==> src/rtl/calc1_pkg.sv <==
// Shared command, response and state encodings for the calc1 request/response protocol.
package calc1_pkg;

    localparam logic [3:0] CMD_NOP = 4'd0;
    localparam logic [3:0] CMD_ADD = 4'd1;
    localparam logic [3:0] CMD_SUB = 4'd2;
    localparam logic [3:0] CMD_SHL = 4'd5;
    localparam logic [3:0] CMD_SHR = 4'd6;

    localparam logic [1:0] RESP_NONE = 2'd0;
    localparam logic [1:0] RESP_OK   = 2'd1;
    localparam logic [1:0] RESP_ERR  = 2'd2;

    typedef enum logic [1:0] {
        IDLE = 2'd0,
        OP2  = 2'd1,
        EXEC = 2'd2,
        RESP = 2'd3
    } state_t;

endpackage

==> src/rtl/calc1_alu.sv <==
// Combinational calc1 arithmetic: unsigned 32-bit ADD/SUB/SHL/SHR with error reporting.
module calc1_alu
    import calc1_pkg::*;
(
    input  logic [3:0]  cmd,
    input  logic [31:0] op1,
    input  logic [31:0] op2,
    output logic [1:0]  resp,
    output logic [31:0] data
);

    logic [32:0] sum_s;

    // Decode the command and produce the response code with its result data.
    always_comb begin
        sum_s = {1'b0, op1} + {1'b0, op2};
        resp  = RESP_ERR;
        data  = 32'd0;
        case (cmd)
            CMD_ADD: begin
                if (sum_s[32]) begin
                    resp = RESP_ERR;
                    data = 32'd0;
                end else begin
                    resp = RESP_OK;
                    data = sum_s[31:0];
                end
            end
            CMD_SUB: begin
                if (op2 > op1) begin
                    resp = RESP_ERR;
                    data = 32'd0;
                end else begin
                    resp = RESP_OK;
                    data = op1 - op2;
                end
            end
            // Only the low five bits of op2 select the shift distance.
            CMD_SHL: begin
                resp = RESP_OK;
                data = op1 << op2[4:0];
            end
            CMD_SHR: begin
                resp = RESP_OK;
                data = op1 >> op2[4:0];
            end
            default: begin
                resp = RESP_ERR;
                data = 32'd0;
            end
        endcase
    end

endmodule

==> src/rtl/calc1_port_responder.sv <==
// Calculator side of one calc1 port: two-cycle request capture, fixed-latency
// execution and a one-cycle registered response.
module calc1_port_responder
    import calc1_pkg::*;
#(
    parameter int unsigned LATENCY = 3
) (
    input  logic        c_clk,
    input  logic        reset_n,
    input  logic [3:0]  req_cmd_in,
    input  logic [31:0] req_data_in,
    output logic [1:0]  out_resp,
    output logic [31:0] out_data,
    output logic        busy
);

    localparam logic [3:0] CNT_LOAD = 4'(LATENCY - 1);

    state_t      state_r;
    logic [3:0]  cmd_r;
    logic [31:0] op1_r;
    logic [31:0] op2_r;
    logic [3:0]  cnt_r;
    logic [1:0]  alu_resp_s;
    logic [31:0] alu_data_s;

    calc1_alu u_alu (
        .cmd  (cmd_r),
        .op1  (op1_r),
        .op2  (op2_r),
        .resp (alu_resp_s),
        .data (alu_data_s)
    );

    // Request/response state machine with registered outputs.
    always_ff @(posedge c_clk) begin
        if (!reset_n) begin
            state_r  <= IDLE;
            cmd_r    <= CMD_NOP;
            op1_r    <= 32'd0;
            op2_r    <= 32'd0;
            cnt_r    <= 4'd0;
            out_resp <= RESP_NONE;
            out_data <= 32'd0;
            busy     <= 1'b0;
        end else begin
            case (state_r)
                IDLE: begin
                    out_resp <= RESP_NONE;
                    out_data <= 32'd0;
                    if (req_cmd_in != CMD_NOP) begin
                        cmd_r   <= req_cmd_in;
                        op1_r   <= req_data_in;
                        state_r <= OP2;
                        busy    <= 1'b1;
                    end else begin
                        state_r <= IDLE;
                        busy    <= 1'b0;
                    end
                end
                OP2: begin
                    op2_r   <= req_data_in;
                    cnt_r   <= CNT_LOAD;
                    state_r <= EXEC;
                    busy    <= 1'b1;
                end
                EXEC: begin
                    busy <= 1'b1;
                    if (cnt_r == 4'd0) begin
                        out_resp <= alu_resp_s;
                        out_data <= alu_data_s;
                        state_r  <= RESP;
                    end else begin
                        cnt_r   <= cnt_r - 4'd1;
                        state_r <= EXEC;
                    end
                end
                // The response is held for exactly one cycle, then cleared.
                RESP: begin
                    out_resp <= RESP_NONE;
                    out_data <= 32'd0;
                    state_r  <= IDLE;
                    busy     <= 1'b0;
                end
                default: begin
                    out_resp <= RESP_NONE;
                    out_data <= 32'd0;
                    state_r  <= IDLE;
                    busy     <= 1'b0;
                end
            endcase
        end
    end

endmodule

==> config.mk <==
export PLATFORM = sky130hd
export DESIGN_NAME = calc1_port_responder
export DESIGN_NICKNAME = d
export VERILOG_FILES = /design/src/rtl/calc1_pkg.sv /design/src/rtl/calc1_alu.sv /design/src/rtl/calc1_port_responder.sv
export SDC_FILE = /design/constraint.sdc
export NUM_CORES = 1
export LEC_CHECK = 0
export BUFFER_PORTS_ARGS = -buffer_cell sky130_fd_sc_hd__buf_4
export CAP_MARGIN = 20
export CORE_ASPECT_RATIO = 0.6
export CORE_MARGIN = 3
export CORE_UTILIZATION = 35
export CTS_CLUSTER_DIAMETER = 100
export DETAILED_ROUTE_END_ITERATION = 8
export SLEW_MARGIN = 0
export SYNTH_ARGS = -nofsm -noshare
export SYNTH_HDL_FRONTEND = slang
export SYNTH_SLANG_ARGS = --single-unit
==> constraint.sdc <==
create_clock -name c_clk -period 7.1 [get_ports c_clk]
set_clock_uncertainty 0.05 [all_clocks]
set_input_delay 0.71 -clock c_clk [delete_from_list [all_inputs] [get_ports c_clk]]
set_output_delay 0.71 -clock c_clk [all_outputs]
set_load 0.03 [all_outputs]
==> reports/qor.csv <==
stage,metric,value,unit
status,outcome,completed,
logic_synthesis,synth_seq_area_share,0.203,
cells_and_area,syn2layout_area_growth,9.98,%
logic_synthesis,syn-cell-area,10700,um^2
sta,finalMaxSlewViolations,0,
cts,cts.sinks,109,
logic_synthesis,syn-num-nets,1597,
cts,cts_max_path_buffers,2,
worst_setup_path,worstSetupPathType,reg -> reg,
sta,slew_headroom,0.167,
die,fp.coreArea,29400,um^2
worst_setup_path,slowest_delay,730,ps
cts,cts_setup_buffers,0,
cts,postCtsHoldBufs,0,
die,ios,73,
logic_synthesis,yosysWarnings,0,
logic_synthesis,synth_edf_count,0,
worst_setup_path,cp_max_fo,50,
worst_setup_path,critPathSlowestCell,o211ai_2,
run,maxCapViolations,0,
power_and_ir_drop,ir_drop,0.139,mV
routing,antenna_left,0,
worst_setup_path,required,7290,ps
global_routing,grt_max_degree,86,
place,io_buffer_count,72,
cells_and_area,diodes,0,
routing,drt-vias-per-instance,6.21,
cts,h-tree-depth,3,
worst_hold_path,hp-start,out_data[22],
worst_setup_path,r2r_start,op2_r[2],
global_routing,grt_pass1_vias,10388,
cts,worstSkewPairLatency,390,ps
global_routing,grt-ovfl-total,0,
worst_setup_path,rrSetupSlack,2230,ps
routing,vias,11713,
logic_synthesis,async_flop_share,0,
cells_and_area,fillers,3174,
global_routing,grt_use_total,0.292,
global_routing,grt_use_met3,0.147,
routing,wl,48.4,mm
sta,period_share,0.686,
logic_synthesis,synth_ff_type,dfxtp_1,
global_routing,grt_pass1_wl,71.0,mm
logic_synthesis,synth_cells,1485,
die,die_h,142,um
cts,cts_resized,0,
sta,fin_crit,4870,ps
worst_setup_path,worstPathArrival,5060,ps
logic_synthesis,ys_ff_latch,109,
sta,rsz0062_at_grt,no,
die,rows,48,
global_routing,use_met1,0.462,
logic_synthesis,synth_top_area_frac,0.203,
worst_setup_path,startpoint_type,register,
routing,wl_per_cell,25.6,um
die,die_w,232,um
sta,timing.fmax,205,MHz
global_routing,busiest_layer,met1,
cts,cts_tree,yes,
cts,path_clk_slew,90,ps
die,die_area,32900,um^2
worst_setup_path,reg2reg_to,out_data[31],
logic_synthesis,synth_area_leader_cell,dfxtp_1,
sta,tns,0,ps
worst_setup_path,startpoint,op2_r[2],
routing,drtIter0Drc,1589,
global_routing,antenna_found_initial,0,
worst_setup_path,endpoint,out_data[31],
sta,hold_violations,0,
worst_setup_path,r2r_cells,15,
cells_and_area,final_layout_size_suffix_gt1_frac,0.108,
worst_setup_path,crit_chain,inv_2 > buf_4 > ha_1 > nor2b_1 > o2111ai_1 > a21oi_1 > a221o_1 > a31oi_1 > nor2_1 > o211ai_2 > buf_4 > nor2_1 > a2111o_1 > o21ai_1 > a211oi_1,
place,hpwlAfterDp,38.2,mm
cells_and_area,fin_nets,1593,
place,gp_congestion,1.05,
place,place_area,11500,um^2
cells_and_area,fin_area,11800,um^2
routing,drc,0,
power_and_ir_drop,p_leak,4.82,nW
routing,drtPass1Iterations,6,
sta,worst_slew_pin_slew,1240,ps
cts,cts_made_buffers,9,
power_and_ir_drop,p_per_area,361,nW/um^2
global_routing,grtUsageMet2,0.331,
sta,finalSetupViolations,0,
die,start_util,0.365,
logic_synthesis,synth_area_leaders,"dfxtp_1, ha_1, mux2i_1",
logic_synthesis,ys_types,76,
worst_setup_path,endpoint_kind,register,
logic_synthesis,syn_avg_cell_area,7.23,um^2
worst_hold_path,hold_path.class,reg -> reg,
cts,cts_root_buf,clkbuf_16,
==> cell usage after synthesis, types with 6 or more instances <==
| cell | n |
|---|---|
| or3_1 | 7 |
| nand2_1 | 151 |
| a31oi_1 | 7 |
| a32oi_1 | 9 |
| clkbuf_1 | 72 |
| a211o_1 | 6 |
| o21ai_0 | 119 |
| dfxtp_1 | 109 |
| o211ai_1 | 25 |
| buf_1 | 12 |
| buf_2 | 15 |
| nand4_1 | 7 |
| a221oi_2 | 6 |
| o21bai_1 | 14 |
| o221ai_1 | 16 |
| o311ai_0 | 6 |
| and2_1 | 7 |
| a22oi_1 | 21 |
| mux4_2 | 14 |
| a211oi_1 | 9 |
| a21oi_1 | 154 |
| o21ai_1 | 14 |
| a221oi_1 | 7 |
| a21o_1 | 11 |
| nand3_1 | 20 |
| o31ai_1 | 14 |
| a221o_1 | 13 |
| ha_1 | 72 |
| nor2_1 | 184 |
| o22ai_1 | 17 |
| xnor2_1 | 12 |
| inv_1 | 80 |
| nand2b_1 | 38 |
| nor3_1 | 29 |
| mux2i_1 | 88 |
| nor2b_1 | 10 |
| a22o_1 | 12 |
==> metrics by stage <==
stage           util  total power [mW]  hold WS, ps  worst slack, ps  instances
6_report       0.401              4.26          401             2230       1886
5_1_grt        0.401              4.51          433             1940       1886
4_1_cts        0.401              4.15          402             2340       1886
3_5_place_dp   0.391              3.57          392             2360       1870
3_3_place_gp   0.391              3.59          384             2410       1870
2_1_floorplan      -              2.67          395             2840       1485
==> cell type report <==
cell class / instances / area [um^2] / share of cell area
inverters: 81 / 304 / 0.0258
multi-input cells: 1188 / 7810 / 0.662
clock buffers: 9 / 225 / 0.0191
repair buffers: 92 / 691 / 0.0585
well taps: 400 / 500 / 0.0424
flip-flops and latches: 109 / 2190 / 0.185
clock inverters: 7 / 82.6 / 0.00700
==> worst max-delay path, delay by kind of cell, from the launching register on <==
family | cells | cell delay [ps]
compound gates | 8 | 2550
fa+ha+maj | 1 | 440
buf+inv | 3 | 930
flops | 1 | 320
simple gates | 3 | 420
==> logic make-up after synthesis <==
logic type      synth area share
compound gates             0.315
xor+xnor                  0.0114
fa+ha+maj                 0.0877
buf+inv                   0.0711
flops                      0.203
mux                        0.115
simple gates               0.196
==> layer usage <==
metal / up-vias / share of wire
met4: 4 / 0.012
li1: 5401 / -
met5: - / 0.0055
met1: 5630 / 0.50
met2: 634 / 0.33
met3: 44 / 0.15
==> worst min path at each step <==
stage,end,slack (ps),cells past startpoint
2_1_floorplan,cnt_r[2],400,2
3_5_place_dp,out_data[22],390,2
6_report,out_data[22],400,2
4_1_cts,out_data[22],400,2
5_1_grt,out_data[3],430,2
3_3_place_gp,out_data[22],380,2
==> cells in the final DEF, fill, tap and decap left out, types with 16 or more instances in the layout <==
cell type	netlist	routed
nor2_1	184	184
a21oi_1	154	154
nand2_1	151	150
o21ai_0	119	119
dfxtp_1	109	106
buf_4	4	92
mux2i_1	88	88
inv_1	80	78
ha_1	72	71
nand2b_1	38	38
nor3_1	29	26
o211ai_1	25	25
a22oi_1	21	21
nand3_1	20	20
o22ai_1	17	17
o221ai_1	16	16
==> sequential cells by signal, indices dropped and copies added, names as in the netlist <==
register  flops
out_resp      2
op1_r        32
op2_r        32
state_r       2
cnt_r         4
out_data     32
busy          1
cmd_r         4
==> where the power goes <==
group          internal, mW  leakage, nW  switching [mW]
combinational         0.901         3.78            1.92
clock                 0.280        0.150           0.277
sequential            0.708        0.892           0.172
No activity file was read; power rests on OpenSTA's default activity.
